--- config.mk ---
export PLATFORM = sky130hd
export DESIGN_NAME = fetch_stage_flat
export DESIGN_NICKNAME = d
export VERILOG_FILES = /design/src/rtl/fetch_stage_pkg.sv /design/src/rtl/fetch_stage_if.sv /design/src/rtl/fetch_stage_if_id_reg.sv /design/src/rtl/fetch_stage.sv /design/src/flat_wrapper.sv
export SDC_FILE = /design/constraint.sdc
export NUM_CORES = 1
export LEC_CHECK = 0
export BUFFER_PORTS_ARGS = -buffer_cell sky130_fd_sc_hd__buf_2
export CAP_MARGIN = 10
export CORE_MARGIN = 2
export CORE_UTILIZATION = 55
export CTS_BUF_LIST = sky130_fd_sc_hd__clkbuf_4 sky130_fd_sc_hd__clkbuf_8
export CTS_CLUSTER_DIAMETER = 100
export DETAILED_ROUTE_END_ITERATION = 12
export PLACE_DENSITY = 0.86
export SYNTH_ARGS = -nofsm -noshare
export SYNTH_HDL_FRONTEND = slang
export SYNTH_SLANG_ARGS = --single-unit
--- constraint.sdc ---
create_clock -name clk -period 5.47 [get_ports clk]
set_input_delay 0.2735 -clock clk [delete_from_list [all_inputs] [get_ports clk]]
set_output_delay 0.2735 -clock clk [all_outputs]
set_load 0.02 [all_outputs]
--- src/rtl/fetch_stage_pkg.sv ---
// fetch_stage_pkg: constants and types shared by the IF stage and the
// instruction memory.
//   PC_RESET_DEF  : boot PC and base of the instruction window
//   NOP           : sll $0,$0,0, used for bubbles and faulted fetches
//   IMEM_ADR_BITS : word-address width of the instruction memory
//   if_id_t       : IF/ID pipeline register payload
//   ifid_op_e     : per-edge action of the IF/ID register
package fetch_stage_pkg;

  localparam logic [31:0] PC_RESET_DEF  = 32'h0000_3000;
  localparam logic [31:0] NOP           = 32'h0000_0000;
  localparam int unsigned IMEM_ADR_BITS = 12;

  typedef struct packed {
    logic [31:0] instr;
    logic [31:0] pc;
    logic [31:0] pc8;
    logic        fault;
  } if_id_t;

  typedef enum logic [1:0] {
    IFID_HOLD   = 2'd0,
    IFID_LOAD   = 2'd1,
    IFID_BUBBLE = 2'd2
  } ifid_op_e;

  // Byte size of the instruction window for a given word-address width.
  function automatic logic [31:0] imem_win_bytes(input int unsigned adr_bits);
    return 32'd4 << adr_bits;
  endfunction

endpackage

--- src/rtl/fetch_stage_if.sv ---
// fetch_stage_if: instruction-memory fetch bus.
//   pc_f    : fetch address, driven by the IF stage
//   instr_f : word returned by the instruction memory for pc_f (same cycle)
// master = IF stage, slave = instruction memory.
interface fetch_stage_if;
  logic [31:0] pc_f;
  logic [31:0] instr_f;

  modport master (output pc_f, input  instr_f);
  modport slave  (input  pc_f, output instr_f);
endinterface

--- src/rtl/fetch_stage_if_id_reg.sv ---
// fetch_stage_if_id_reg: IF/ID pipeline register plus the count of
// instructions accepted into it.
//   clk, reset : clock, synchronous active-high reset
//   op         : hold / load / bubble for this edge
//   ld         : payload captured on a load
//   q          : registered IF/ID payload
//   fetch_cnt  : number of loads since reset (wraps at 2^32)
module fetch_stage_if_id_reg
  import fetch_stage_pkg::*;
(
  input  logic        clk,
  input  logic        reset,
  input  ifid_op_e    op,
  input  if_id_t      ld,
  output if_id_t      q,
  output logic [31:0] fetch_cnt
);

  if_id_t      ifid_q, ifid_d;
  logic [31:0] cnt_q,  cnt_d;

  always_comb begin
    ifid_d = ifid_q;
    cnt_d  = cnt_q;
    case (op)
      IFID_LOAD: begin
        ifid_d = ld;
        cnt_d  = cnt_q + 32'd1;
      end
      // Bubbles are not counted: nothing was accepted.
      IFID_BUBBLE: ifid_d = '{instr: NOP, pc: '0, pc8: '0, fault: 1'b0};
      default: ;
    endcase
  end

  always_ff @(posedge clk) begin
    if (reset) begin
      ifid_q <= '{instr: NOP, pc: '0, pc8: '0, fault: 1'b0};
      cnt_q  <= '0;
    end else begin
      ifid_q <= ifid_d;
      cnt_q  <= cnt_d;
    end
  end

  assign q         = ifid_q;
  assign fetch_cnt = cnt_q;

endmodule

--- src/rtl/fetch_stage.sv ---
// fetch_stage: IF stage of the pipelined MIPS core. Owns the PC, drives the
// fetch address on the imem bus and registers the returned word into IF/ID.
//   clk, reset         : clock, synchronous active-high reset
//   stall              : hold PC and IF/ID (also masks redirect)
//   flush              : IF/ID becomes a bubble next edge, even under stall
//   redirect, npc      : taken branch/jump target resolved in ID
//   imem (master)      : pc_f out, instr_f in
//   instr_d/pc_d/pc8_d : IF/ID instruction, PC, PC+8 link value
//   fault_d            : IF/ID fetch fault (misaligned / outside window)
//   fetch_cnt          : instructions accepted into IF/ID (debug)
module fetch_stage
  import fetch_stage_pkg::*;
#(
  parameter logic [31:0] PC_RESET   = PC_RESET_DEF,
  parameter int unsigned ADR_BITS   = IMEM_ADR_BITS,
  parameter bit          DELAY_SLOT = 1'b1
) (
  input  logic               clk,
  input  logic               reset,
  input  logic               stall,
  input  logic               flush,
  input  logic               redirect,
  input  logic [31:0]        npc,
  fetch_stage_if.master      imem,
  output logic [31:0]        instr_d,
  output logic [31:0]        pc_d,
  output logic [31:0]        pc8_d,
  output logic               fault_d,
  output logic [31:0]        fetch_cnt
);

  // Exclusive end of the instruction window, 32-bit unsigned, no wrap slack.
  localparam logic [31:0] WIN_END = PC_RESET + imem_win_bytes(ADR_BITS);

  logic [31:0] pcf_q, pcf_d;
  logic        fault_f;
  ifid_op_e    ifid_op;
  if_id_t      ifid_ld, ifid;

  // PC: stall > redirect > sequential. A redirect seen under stall is
  // dropped; ID holds it and re-asserts once the stall releases.
  always_comb begin
    pcf_d = pcf_q;
    if (!stall) pcf_d = redirect ? npc : pcf_q + 32'd4;
  end

  always_ff @(posedge clk) begin
    if (reset) pcf_q <= PC_RESET;
    else       pcf_q <= pcf_d;
  end

  assign imem.pc_f = pcf_q;

  assign fault_f = (pcf_q[1:0] != 2'b00) || (pcf_q < PC_RESET) || (pcf_q >= WIN_END);

  // Faulted fetches carry a NOP so garbage never reaches decode.
  always_comb begin
    ifid_ld.instr = fault_f ? NOP : imem.instr_f;
    ifid_ld.pc    = pcf_q;
    ifid_ld.pc8   = pcf_q + 32'd8;
    ifid_ld.fault = fault_f;
  end

  // Without a delay slot the word at pc_f during a redirect is wrong-path,
  // so it is replaced by a bubble.
  always_comb begin
    ifid_op = IFID_LOAD;
    if (flush)                       ifid_op = IFID_BUBBLE;
    else if (stall)                  ifid_op = IFID_HOLD;
    else if (redirect && !DELAY_SLOT) ifid_op = IFID_BUBBLE;
  end

  fetch_stage_if_id_reg u_if_id (
    .clk       (clk),
    .reset     (reset),
    .op        (ifid_op),
    .ld        (ifid_ld),
    .q         (ifid),
    .fetch_cnt (fetch_cnt)
  );

  assign instr_d = ifid.instr;
  assign pc_d    = ifid.pc;
  assign pc8_d   = ifid.pc8;
  assign fault_d = ifid.fault;

endmodule

--- src/flat_wrapper.sv ---
// flat-port wrapper written by rule: the top's interface ports become plain ports
module fetch_stage_flat import fetch_stage_pkg::*;
#(
  parameter logic [31:0] PC_RESET   = PC_RESET_DEF,
  parameter int unsigned ADR_BITS   = IMEM_ADR_BITS,
  parameter bit          DELAY_SLOT = 1'b1
)
  (clk, reset, stall, flush, redirect, npc, instr_d, pc_d, pc8_d, fault_d, fetch_cnt, imem_pc_f, imem_instr_f);
  fetch_stage_if imem_i ();
  input  logic clk;
  input  logic reset;
  input  logic stall;
  input  logic flush;
  input  logic redirect;
  input  logic [31:0] npc;
  output logic [31:0] instr_d;
  output logic [31:0] pc_d;
  output logic [31:0] pc8_d;
  output logic fault_d;
  output logic [31:0] fetch_cnt;
  output wire logic [$bits(imem_i.pc_f)-1:0] imem_pc_f;
  input wire logic [$bits(imem_i.instr_f)-1:0] imem_instr_f;
  assign imem_pc_f = imem_i.pc_f;
  assign imem_i.instr_f = imem_instr_f;
  fetch_stage #(.PC_RESET(PC_RESET), .ADR_BITS(ADR_BITS), .DELAY_SLOT(DELAY_SLOT)) u_core (.clk(clk), .reset(reset), .stall(stall), .flush(flush), .redirect(redirect), .npc(npc), .imem(imem_i), .instr_d(instr_d), .pc_d(pc_d), .pc8_d(pc8_d), .fault_d(fault_d), .fetch_cnt(fetch_cnt));
endmodule
* Word-level counts from Yosys, hierarchy flattened
Cells that the tools add are included.
Storage, ports and cells: flip-flop bits (word level) 161, logic and storage cells 22, output and inout bits 161, bits of input ports 69
Cells by class: muxes and demuxes 5, equal/unequal tests 2, magnitude comparators 2, add/subtract/negate cells 3, reductions and logical operators 4
Operators with widths (number):
- case mux 97 bit (2 select lines) | 1
- 2-to-1 mux 32 bit | 2
- adder 32 x 1 -> 32 bit (second input constant) | 1
- adder 32 x 3 -> 32 bit (second input constant) | 1
- adder 32 x 4 -> 32 bit (second input constant) | 1
- >= comparator 32 x 15 -> 1 bit (second input constant) | 1
- less-than comparator 32 x 14 -> 1 bit (second input constant) | 1
- nonzero test 2 bit | 2
- equality test 2 x 1 -> 1 bit (second input constant) | 1
- equality test 2 bit (second input constant) | 1
- logical OR 1 bit | 2
- 2-to-1 mux 2 bit | 1
- 2-to-1 mux 1 bit | 1

* Longest topological paths before layout
Gate-level depths: netlist of the first run.
depth in word-level cells 5, depth in mapped cells 8, depth with buffers taken out 6

* By module
Synthesis of the first run repeated with hierarchy kept, for this count alone.
Unflattened totals: cells, all modules 950, area total of the unflattened synthesis 7885.1 um^2
By module, submodules not included:
- fetch_stage_if_id_reg | seq. area each 2582.5 um^2, instances 1, cells an instance 515, area an instance 4808.4 um^2
- fetch_stage | seq. area each 640.6 um^2, instances 1, cells an instance 435, area an instance 3076.7 um^2

* Worst setup path before layout of the first run
No wires, ideal clock.
kind register -> register, start point register u_core.pcf_q[4] (netlist: u_core.imem.pc_f[4]), end point register u_core.pcf_q[11] (netlist: u_core.imem.pc_f[11]), path slack 3.439 ns, library setup time 0.119 ns, arrival time 1.913 ns, required time 5.351 ns, period minus slack after synthesis 2.031 ns, buffers on the path 0, cell stages (with the launch flop) 6, path through dfxtp_1 > ha_1 > nand4_1 > or3_1 > mux2_2 > o221a_2
Between the ends: word-level cells in the longest chain between the ends 2
RTL lines:
- from (decl) | line fetch_stage.sv:35 | logic [31:0] pcf_q, pcf_d;
- from (signal assigned) | line fetch_stage.sv:49 | else pcf_q <= pcf_d;
- adder 32 x 3 -> 32 bit | line fetch_stage.sv:44 | if (!stall) pcf_d = redirect ? npc : pcf_q + 32'd4;
- 2-to-1 mux 32 bit | line fetch_stage.sv:44
No other way between the ends. A chain may end at the register's enable or synchronous reset.

* Worst setup path after layout of the first run
start point register u_core.pcf_q[8] (netlist: u_core.imem.pc_f[8]), end point register u_core.pcf_q[19] (netlist: u_core.imem.pc_f[19])
The elaborated chain is that of the path after synthesis.

==> results of run 1 <==
[cells in the final DEF (no fill, tap or decap), types with 18 or more instances in the layout]
master / synthesis / layout
sky130_fd_sc_hd__xnor2_1: 26 / 26
sky130_fd_sc_hd__xor2_1: 31 / 31
sky130_fd_sc_hd__a21oi_1: 45 / 45
sky130_fd_sc_hd__nand3_1: 37 / 37
sky130_fd_sc_hd__nand4_1: 22 / 22
sky130_fd_sc_hd__nor2_1: 103 / 103
sky130_fd_sc_hd__nor4_1: 19 / 19
sky130_fd_sc_hd__nand2_1: 71 / 71
sky130_fd_sc_hd__mux2i_1: 36 / 36
sky130_fd_sc_hd__o21ai_0: 25 / 25
sky130_fd_sc_hd__dfxtp_1: 158 / 158
sky130_fd_sc_hd__buf_2: 18 / 228
sky130_fd_sc_hd__a22o_1: 32 / 32
sky130_fd_sc_hd__clkbuf_8: 0 / 18
[final timing paths]
| path | startpoint | endpoint | slack [ps] | depth (start not counted) |
|---|---|---|---|---|
| min | imem_instr_f[0] | u_core.u_if_id.q[65] | 20 | 2 |
| max reg2reg | u_core.imem.pc_f[8] | u_core.imem.pc_f[19] | 2770 | 5 |
| min reg2reg | u_core.u_if_id.q[29] | u_core.u_if_id.q[29] | 450 | 2 |
| max | u_core.imem.pc_f[8] | u_core.imem.pc_f[19] | 2770 | 5 |
[area by class of cell]
type | count | share of cell area
inverter | 12 | 0.00525
multi-input combinational | 569 | 0.411
antenna | 1 | 0.000291
clock buffer | 18 | 0.0289
timing repair buffer | 234 | 0.138
clock inverter | 14 | 0.0223
tap | 172 | 0.0251
sequential | 158 | 0.368
[registers in the layout, summed over array words and instances, names as in the netlist]
register / count
u_core.u_if_id.q: 94
u_core.imem.pc_f: 32
u_core.u_if_id.fetch_cnt: 32
[report_power, final]
part	leakage, nW	switching, mW	internal [mW]
combinational	2.26	0.141	0.0849
sequential	1.28	0.0447	1.18
clock	0.211	0.440	0.508
total	3.75	0.626	1.77
[what timing repair did]
item | CTS | global route
endpoints found under the hold margin | 1 | 0
buffers inserted | 0 | 0
hold buffers | 1 | 0
[layer usage]
metal,vias to the layer above,routed length [um],GRT usage
li1,3230,-,-
met2,352,9140,0.446
met5,-,0,0
met3,44,2080,0.0968
met1,3100,8210,0.355
met4,0,445,0.113
[logic make-up (layout without fill, tap and decap cells)]
group,Yosys count,in the layout,synth area share
muxes,37,37,0.0528
AOI/OAI and AO/OA,156,156,0.146
and+or+nand+nor,315,315,0.223
other,0,1,0
adders and majority gates,4,4,0.00711
xor gates and xnor gates,57,57,0.0709
DFF,158,158,0.449
buffers and inverters,81,278,0.0510
==> results_tabular.tex, run 1 <==
\begin{tabular}{lr}
\hline
Metric & Value \\
\hline
\multicolumn{2}{l}{\textbf{Routing}} \\
Detailed-route via count & 6726 \\
Post-detailed-route wirelength per cell & around 17 um \\
DRT antenna net count & 0 \\
First-pass detailed-route iteration total & 5 \\
Detail-routed via count per cell & 5.71 \\
Final Routed Wirelength & between 15000 and 20000 um \\
Number of design rule violations left after detail routing & 0 \\
Iteration-0 DRC count of the detailed router & around 550 \\
\multicolumn{2}{l}{\textbf{Timing}} \\
Total count of max-transition violations in the final report & 0 \\
Final setup margin & $\sim$2800 ps \\
Post-layout min period & approximately 2700 ps \\
Transition time at the pin with the least slew margin & $\sim$990 ps \\
Final Hold Violating Endpoints & 0 \\
RSZ-0062 raised after global routing & no \\
Setup TNS after final layout & 0 ps \\
Max Clock Freq & $\sim$0.37 GHz \\
Count of endpoints failing setup in the final report & 0 \\
Final Skew & 10.5 ps \\
Worst max-slew margin expressed relative to the limit & 0.341 \\
Post-route fraction of the period consumed by the critical path & 0.493 \\
Final hold slack & about 20 ps \\
\multicolumn{2}{l}{\textbf{Finish}} \\
Layout cell share with drive strength beyond 1 & 0.279 \\
Net total in the final layout & approximately 1100 \\
Post-layout utilization of the core & 0.683 \\
Area of the multi-input gates & about 3500 um2 \\
Register Area & 3160 um2 \\
Fin cells & around 1200 \\
Post-route cell area & approximately 8600 um2 \\
Area Growth Syn to Fin & 21.9\% \\
Count of filler cells inserted in the layout & around 1000 \\
\multicolumn{2}{l}{\textbf{Power}} \\
Overall power & 2.40 mW \\
Worst vdd ir & roughly 0.00019 V \\
PwrDens & roughly 280 nW/um2 \\
Static Leakage & approximately 3.7 nW \\
\multicolumn{2}{l}{\textbf{Placement}} \\
Area after DPL & just over 8000 um2 \\
Hpwl dp & 13800 um \\
IO buf count & roughly 230 \\
Gp weighted congestion & 0.910 \\
Minimum setup slack after placement & roughly 2800 ps \\
Number of placed cells counting well taps & roughly 1100 \\
\multicolumn{2}{l}{\textbf{Logic synthesis}} \\
Synthesized area per cell & 8.71 um2 \\
Top cells by instance count after synthesis & sky130\_fd\_sc\_hd\_\_dfxtp\_1 (158), sky130\_fd\_sc\_hd\_\_nor2\_1 (103), sky130\_fd\_sc\_hd\_\_nand2\_1 (71) \\
Number of synthesized flops with an enable pin & 0 \\
Dominant cell by count in the synthesized netlist & sky130\_fd\_sc\_hd\_\_dfxtp\_1 \\
Top area cells in the synthesized netlist & sky130\_fd\_sc\_hd\_\_dfxtp\_1 (45\%), sky130\_fd\_sc\_hd\_\_nor2\_1 (5.5\%), sky130\_fd\_sc\_hd\_\_mux2i\_1 (5.1\%) \\
Area share of the largest cell type after synthesis & 0.449 \\
Async S/R FF share, synth & 0 \\
Top flip-flop cell by instance count after synthesis & sky130\_fd\_sc\_hd\_\_dfxtp\_1 \\
Syn Std Cell Area & between 7000 and 8000 um2 \\
Number of instances in the synthesized netlist & between 800 and 900 \\
Library cells used by synthesis & 57 \\
Net count after synthesis & 881 \\
Post-synthesis register bit count & approximately 160 \\
Sequential cell area fraction in the yosys report & 0.449 \\
Syn. warnings & 0 \\
Library cell with the largest summed area after synthesis & sky130\_fd\_sc\_hd\_\_dfxtp\_1 \\
\multicolumn{2}{l}{\textbf{Flow run}} \\
Max-cap check violation count & 0 \\
\multicolumn{2}{l}{\textbf{Clock tree}} \\
CTS tree & built \\
Clock root buffer master & sky130\_fd\_sc\_hd\_\_clkbuf\_8 \\
Maximum clock insertion buffer count & 2 \\
Cts repair resizes & 0 \\
Number of clock sinks seen by CTS & around 160 \\
Clock insertion delay at the later pin of the skew report & 460 ps \\
Clock buffers created by TritonCTS & 17 \\
H-tree level count & 4 \\
Clock-pin transition on the worst setup and hold timing paths & 90 ps \\
\multicolumn{2}{l}{\textbf{Global routing}} \\
Antenna violations before repair & 0 \\
Pin count of the biggest net entering global routing & 66 \\
Global-route congestion overflow total & 0 \\
Global-route wire length before repair & $\sim$30000 um \\
Total Routing Usage GR & 0.282 \\
Via count of the first global-routing pass & just under 6000 \\
\multicolumn{2}{l}{\textbf{Worst setup path}} \\
Crit path kind & register to register \\
Cell Chain, Critical Path & nand4\_1, nor2\_1, nand4\_1, or3\_1, a31oi\_1 \\
Count of buffering cells on the critical path with inverters included & 0 \\
CP Data Arrival Time & 3090 ps \\
Req. time, crit path & 5860 ps \\
Slowest stage delay, CP & a little under 900 ps \\
CP startpoint kind & register \\
CP max-delay cell & sky130\_fd\_sc\_hd\_\_nor2\_1 \\
Top cell family by delay on the critical path & simple AND/OR/NAND/NOR gates \\
Max FO, Critical Path & 12 \\
Crit. End Element & register \\
CP dominant cell by count & sky130\_fd\_sc\_hd\_\_nand4\_1 \\
\multicolumn{2}{l}{\textbf{Hold path}} \\
Worst hold-check path type & input port to register \\
\multicolumn{2}{l}{\textbf{Die}} \\
Horiz. Die Dim & roughly 120 um \\
Floorplan row count & between 40 and 50 \\
Top-level port count & 230 \\
Initial Utilization & 0.560 \\
Core area & roughly 13000 um2 \\
Die Footprint & 13700 um2 \\
Die outline height & roughly 120 um \\
\multicolumn{2}{l}{\textbf{Outcome}} \\
Result of the run & finished, final reports clean \\
\hline
\end{tabular}
No activity file was read; power rests on OpenSTA's default activity.
==> run 2: changes to the inputs <==
--- a/config.mk
+++ b/config.mk
@@ -8,11 +8,11 @@
 export BUFFER_PORTS_ARGS = -buffer_cell sky130_fd_sc_hd__buf_2
 export CAP_MARGIN = 10
 export CORE_MARGIN = 2
-export CORE_UTILIZATION = 55
+export CORE_UTILIZATION = 53
 export CTS_BUF_LIST = sky130_fd_sc_hd__clkbuf_4 sky130_fd_sc_hd__clkbuf_8
 export CTS_CLUSTER_DIAMETER = 100
 export DETAILED_ROUTE_END_ITERATION = 12
-export PLACE_DENSITY = 0.86
+export PLACE_DENSITY = 0.83
 export SYNTH_ARGS = -nofsm -noshare
 export SYNTH_HDL_FRONTEND = slang
 export SYNTH_SLANG_ARGS = --single-unit
==> constraint.sdc (replaced) <==
create_clock -name clk -period 2.65 [get_ports clk]
set_input_delay 0.1325 -clock clk [delete_from_list [all_inputs] [get_ports clk]]
set_output_delay 0.1325 -clock clk [all_outputs]
set_load 0.02 [all_outputs]
==> run 2 against run 1 <==
Net effect: final area up 5.6%; sequential share of layout area down 2.0 points; sequential cell count unchanged; first-iteration DRC count down 9.3%; via count up 2.5%; clock power up 91%; largest power group unchanged; total power up 100%; cell count up 4.8%; routed wire length up 5.4%; global-route usage up 1.1 points; die area up 3.6%.
==> results_tabular.tex, run 2 (synthesis results as in run 1) <==
\begin{tabular}{lr}
\hline
Metric & Value \\
\hline
\multicolumn{2}{l}{\textbf{Power}} \\
Switching fraction of total power & 0.251 \\
Worst vdd ir & 0.000343 V \\
Proportion of power drawn by flip-flops and latches & 0.516 \\
PwrDens & 536 nW/um2 \\
Net switching power of the design & $\sim$1.2 mW \\
Static Leakage & around 4 nW \\
Combinational share of power & 0.111 \\
Total internal power & between 3 and 4 mW \\
Clk network pwr share & 0.373 \\
\multicolumn{2}{l}{\textbf{Finish}} \\
Most frequent cells in the layout & sky130\_fd\_sc\_hd\_\_buf\_2 (228), sky130\_fd\_sc\_hd\_\_dfxtp\_1 (158), sky130\_fd\_sc\_hd\_\_nor2\_1 (103) \\
Layout cell share with drive strength beyond 1 & 0.275 \\
Post-layout utilization of the core & 0.693 \\
Area Growth Syn to Fin & 28.8\% \\
Most common cell after layout, fill and taps aside & sky130\_fd\_sc\_hd\_\_buf\_2 \\
Number of flip-flops under the largest register name & 94 \\
Fin cells & around 1200 \\
Net total in the final layout & around 1100 \\
\multicolumn{2}{l}{\textbf{Worst setup path}} \\
Crit. End Element & register \\
Crit path kind & register to register \\
Req. time, crit path & a little under 3000 ps \\
Max FO, Critical Path & 9 \\
CP Data Arrival Time & 2660 ps \\
CP startpoint kind & register \\
Setup slack, reg-to-reg & between 300 and 400 ps \\
\multicolumn{2}{l}{\textbf{Clock tree}} \\
Clock-pin transition on the worst setup and hold timing paths & approximately 80 ps \\
Clock buffers created by TritonCTS & 17 \\
Number of clock sinks seen by CTS & 158 \\
H-tree level count & 4 \\
Clock insertion delay at the later pin of the skew report & between 400 and 500 ps \\
Clock root buffer master & sky130\_fd\_sc\_hd\_\_clkbuf\_8 \\
Maximum clock insertion buffer count & 2 \\
Post-CTS setup buffer count & 0 \\
CTS tree & built \\
\multicolumn{2}{l}{\textbf{Hold path}} \\
Worst hold-check path type & input port to register \\
\multicolumn{2}{l}{\textbf{Routing}} \\
First-pass detailed-route iteration total & 5 \\
DRT antenna net count & 0 \\
Detail-routed via count per cell & about 5.6 \\
Post-detailed-route wirelength per cell & between 15 and 20 um \\
Detailed-route via count & approximately 6900 \\
Final Routed Wirelength & approximately 21000 um \\
Iteration-0 DRC count of the detailed router & just under 500 \\
Number of design rule violations left after detail routing & 0 \\
\multicolumn{2}{l}{\textbf{Timing}} \\
Setup TNS after final layout & 0 ps \\
Total count of max-transition violations in the final report & 0 \\
Max Clock Freq & 0.426 GHz \\
Count of endpoints failing setup in the final report & 0 \\
Transition time at the pin with the least slew margin & about 840 ps \\
Post-route fraction of the period consumed by the critical path & 0.885 \\
Post-layout min period & between 2000 and 2500 ps \\
RSZ-0062 raised after global routing & no \\
Worst max-slew margin expressed relative to the limit & 0.437 \\
Final Skew & a little under 10 ps \\
Final Hold Violating Endpoints & 0 \\
\multicolumn{2}{l}{\textbf{Flow run}} \\
Max-cap check violation count & 0 \\
\multicolumn{2}{l}{\textbf{Outcome}} \\
Result of the run & finished, final reports clean \\
\multicolumn{2}{l}{\textbf{Die}} \\
Core area & 13100 um2 \\
Die outline height & about 120 um \\
Initial Utilization & 0.538 \\
Top-level port count & 230 \\
Horiz. Die Dim & 119 um \\
Floorplan row count & 42 \\
Die Footprint & $\sim$14000 um2 \\
\multicolumn{2}{l}{\textbf{Global routing}} \\
Total Routing Usage GR & 0.294 \\
Global-route congestion overflow total & 0 \\
Antenna violations before repair & 2 \\
Via count of the first global-routing pass & 6446 \\
Global-route wire length before repair & around 33000 um \\
Pin count of the biggest net entering global routing & 47 \\
\multicolumn{2}{l}{\textbf{Placement}} \\
IO buf count & 229 \\
Number of placed cells counting well taps & around 1200 \\
Hpwl dp & roughly 14000 um \\
Gp weighted congestion & roughly 0.95 \\
\hline
\end{tabular}
==> run 2: changes by cell type in the layout (fill, tap and decap cells not counted), moves of 3 or more <==
cell	change
sky130_fd_sc_hd__buf_4	+14
sky130_fd_sc_hd__clkbuf_4	+3
sky130_fd_sc_hd__clkinvlp_4	-4
sky130_fd_sc_hd__dlygate4sd3_1	+41
==> run 2: repair_timing <==
| action | CTS | global route |
|---|---|---|
| gates resized for setup | 0 | 0 |
| hold buffers | 42 | 0 |
| endpoints found under the hold margin | 42 | 0 |
| endpoints found under the setup margin | 0 | 0 |
==> run 2: final timing paths <==
path                                      startpoint  depth (start not counted)              endpoint
worst min register to register  u_core.u_if_id.q[24]                          2  u_core.u_if_id.q[24]
worst max register to register   u_core.imem.pc_f[4]                          6  u_core.imem.pc_f[27]
worst max-delay path             u_core.imem.pc_f[4]                          6  u_core.imem.pc_f[27]
worst min-delay path                         npc[26]                          4  u_core.imem.pc_f[26]
==> run 2: critical path: stages, from the launching register on <==
cell	delay [ps]
sky130_fd_sc_hd__dfxtp_1	500
sky130_fd_sc_hd__ha_1	360
sky130_fd_sc_hd__nand4_1	230
sky130_fd_sc_hd__nor3_2	510
sky130_fd_sc_hd__and4_4	330
sky130_fd_sc_hd__mux2i_1	200
sky130_fd_sc_hd__a21oi_1	80
==> run 2: metrics by stage <==
| step | cell area, um2 | total power, mW | worst slack [ps] | hold slack (ps) |
|---|---|---|---|---|
| after floorplan | 7040 | 2.86 | 619 | 253 |
| after global placement | 8240 | 3.04 | 481 | 344 |
| after detailed placement | 8240 | 3.05 | 378 | 346 |
| after CTS | 9060 | 4.90 | 370 | 2.00 |
| after global routing | 9070 | 5.07 | 157 | 19.9 |
| final | 9070 | 4.86 | 305 | 27.7 |
==> run 2: layout make-up <==
cell class,count,area [um2]
inverter,12,45.0
clock inverter,7,114
fill,1041,4020
clock buffer,22,284
tap,176,220
timing repair buffer,289,1700
multi-input combinational,569,3530
sequential,158,3160
antenna,2,5.00
==> run 2: power by group through the flow <==
stage	clock network, mW	logic (mW)	registers (mW)
after detailed placement	0	0.484	2.56
final	1.81	0.541	2.51
after global routing	1.97	0.584	2.52
after CTS	1.86	0.535	2.51
after global placement	0	0.485	2.56
after floorplan	0	0.274	2.59
==> run 2: layer usage <==
metal,GRT usage,up-vias,wire length (um)
met4,0.116,0,577
met2,0.474,343,9700
met3,0.0996,44,2220
li1,-,3331,-
met5,0,-,0
met1,0.360,3176,8450
==> run 3: changes to the inputs <==
--- a/config.mk
+++ b/config.mk
@@ -13,6 +13,7 @@
 export CTS_CLUSTER_DIAMETER = 100
 export DETAILED_ROUTE_END_ITERATION = 12
 export PLACE_DENSITY = 0.83
+export REMOVE_ABC_BUFFERS = 1
 export SYNTH_ARGS = -nofsm -noshare
 export SYNTH_HDL_FRONTEND = slang
 export SYNTH_SLANG_ARGS = --single-unit
==> run 3 against run 2 <==
Net effect: combinational power fell by 0.9%; die area did not move; sequential share of layout area shrank 0.18 points; cell count shrank 0.16%; highest routed layer is now met5; utilization is 0.35 points higher; routed wire length increased by 0.40%; first-iteration DRC count up 3.2%; sequential power hardly changed; critical path type unchanged; clock power increased by 16%.
==> results_tabular.tex, run 3 (synthesis results as in run 1) <==
\begin{tabular}{lr}
\hline
Metric & Value \\
\hline
\multicolumn{2}{l}{\textbf{Worst setup path}} \\
Max FO, Critical Path & 9 \\
Setup slack, reg-to-reg & about 290 ps \\
Slowest stage delay, CP & $\sim$580 ps \\
CP max-delay cell & sky130\_fd\_sc\_hd\_\_nor2\_1 \\
CP dominant cell by count & sky130\_fd\_sc\_hd\_\_nand4\_1 \\
Crit path kind & register to register \\
Critical R2R Launch & u\_core.imem.pc\_f[4] \\
Crit. End Element & register \\
CP Capture Point & u\_core.imem.pc\_f[19] \\
Cell Chain, Critical Path & ha\_1, nand4\_1, nor2\_1, nand4\_1, or3\_1, a31oi\_1 \\
CP Data Arrival Time & approximately 2800 ps \\
Capture instance of the worst register-to-register path & u\_core.imem.pc\_f[19] \\
Cells on worst reg2reg path & 6 \\
CP startpoint kind & register \\
Req. time, crit path & $\sim$3000 ps \\
Worst Setup SP & u\_core.imem.pc\_f[4] \\
\multicolumn{2}{l}{\textbf{Finish}} \\
Number of flip-flops under the largest register name & 94 \\
Net total in the final layout & around 1100 \\
Most common cell after layout, fill and taps aside & sky130\_fd\_sc\_hd\_\_buf\_2 \\
Fin cells & $\sim$1200 \\
Most frequent cells in the layout & sky130\_fd\_sc\_hd\_\_buf\_2 (228), sky130\_fd\_sc\_hd\_\_dfxtp\_1 (158), sky130\_fd\_sc\_hd\_\_nor2\_1 (103) \\
Area Growth Syn to Fin & 29.4\% \\
Post-layout utilization of the core & 0.697 \\
Diode count & 0 \\
Layout cell share with drive strength beyond 1 & 0.276 \\
\multicolumn{2}{l}{\textbf{Clock tree}} \\
Post-CTS setup buffer count & 0 \\
Number of buffers inserted for hold repair after clock tree synthesis & $\sim$40 \\
Clock insertion delay at the later pin of the skew report & roughly 460 ps \\
CTS tree & built \\
Clock-pin transition on the worst setup and hold timing paths & roughly 80 ps \\
Maximum clock insertion buffer count & 2 \\
Cts repair resizes & 0 \\
Clock root buffer master & sky130\_fd\_sc\_hd\_\_clkbuf\_8 \\
Number of clock sinks seen by CTS & 158 \\
H-tree level count & 4 \\
Clock buffers created by TritonCTS & 17 \\
\multicolumn{2}{l}{\textbf{Hold path}} \\
Hold Path Cell Cnt & 2 \\
Hold\_sp & reset \\
Worst hold-check path type & input port to register \\
\multicolumn{2}{l}{\textbf{Routing}} \\
First-pass detailed-route iteration total & 6 \\
Final Routed Wirelength & approximately 21000 um \\
Detailed-route via count & around 6900 \\
Detail-routed via count per cell & between 5 and 6 \\
DRT antenna net count & 0 \\
Post-detailed-route wirelength per cell & $\sim$17 um \\
Iteration-0 DRC count of the detailed router & roughly 510 \\
Number of design rule violations left after detail routing & 0 \\
\multicolumn{2}{l}{\textbf{Global routing}} \\
Pin count of the biggest net entering global routing & between 50 and 60 \\
Antenna violations before repair & 1 \\
Total Routing Usage GR & 0.294 \\
Global-route congestion overflow total & 0 \\
Via count of the first global-routing pass & about 6300 \\
Global-route wire length before repair & around 33000 um \\
\multicolumn{2}{l}{\textbf{Timing}} \\
RSZ-0062 raised after global routing & no \\
Setup TNS after final layout & 0 ps \\
Count of endpoints failing setup in the final report & 0 \\
Post-layout min period & about 2400 ps \\
Final setup margin & between 200 and 300 ps \\
Post-route fraction of the period consumed by the critical path & 0.891 \\
Final Hold Violating Endpoints & 0 \\
Total count of max-transition violations in the final report & 0 \\
Final Skew & between 10 and 15 ps \\
Max Clock Freq & around 0.42 GHz \\
Worst max-slew margin expressed relative to the limit & 0.419 \\
Transition time at the pin with the least slew margin & a little under 900 ps \\
\multicolumn{2}{l}{\textbf{Die}} \\
Die Footprint & 14200 um2 \\
Die outline height & approximately 120 um \\
Horiz. Die Dim & 119 um \\
Core area & 13100 um2 \\
Floorplan row count & 42 \\
Initial Utilization & 0.538 \\
Top-level port count & 230 \\
\multicolumn{2}{l}{\textbf{Power}} \\
Worst vdd ir & between 0.0002 and 0.0003 V \\
PwrDens & roughly 570 nW/um2 \\
Overall power & between 5 and 6 mW \\
Static Leakage & roughly 4.0 nW \\
\multicolumn{2}{l}{\textbf{Placement}} \\
Hpwl dp & 14200 um \\
Number of placed cells counting well taps & between 1000 and 1500 \\
Minimum setup slack after placement & around 370 ps \\
Gp weighted congestion & 0.876 \\
IO buf count & around 230 \\
\multicolumn{2}{l}{\textbf{Flow run}} \\
Max-cap check violation count & 0 \\
\multicolumn{2}{l}{\textbf{Outcome}} \\
Result of the run & finished, final reports clean \\
\hline
\end{tabular}
[run 3: cell count changes in the layout (fill, tap and decap cells not counted), sizes merged]
cell         before  now
clkinv            4    3
clkinvlp          0    2
dlygate4sd3      42   41
buf             247  245
diode             2    0
bufinv            3    5
[run 3: final cells by class]
cell class | instances | area (um2)
well taps | 176 | 220
repair buffers | 286 | 1680
multi-input cells | 569 | 3530
inverters | 12 | 45.0
flip-flops and latches | 158 | 3160
clock inverters | 10 | 184
fillers | 1047 | 3970
clock buffers | 22 | 290
[run 3: power by group]
part / leakage, nW / total [mW] / switching, mW / internal (mW)
logic: 2.48 / 0.536 / 0.316 / 0.220
registers: 1.28 / 2.52 / 0.0897 / 2.43
clock network: 0.236 / 2.10 / 0.882 / 1.22
total: 4.00 / 5.15 / 1.29 / 3.86
[run 3: stage by stage]
stage	hold WS, ps	area, um2
floorplan	197	6730
global placement	343	8230
detailed placement	347	8230
CTS	3.89	9110
global route	2.88	9110
finish	25.8	9110
[run 3: critical path, delay by kind of cell, from the launching register on]
family          cells  cell delay [ps]
compound gates      1              150
fa+ha+maj           1              350
flops               1              480
simple gates        4             1320
[run 3: worst min-delay path by stage]
stage,to
after global placement,u_core.u_if_id.q[79]
after detailed placement,u_core.u_if_id.q[96]
after CTS,u_core.imem.pc_f[16]
after global routing,u_core.imem.pc_f[16]
after floorplan,u_core.imem.pc_f[31]
final,u_core.imem.pc_f[16]
[run 3: layer usage]
metal	routed length, um	global-route usage	up-vias
met4	520	0.101	2
met1	8470	0.364	3208
met2	10000	0.485	336
li1	-	-	3321
met3	2010	0.0891	45
met5	11	0	-
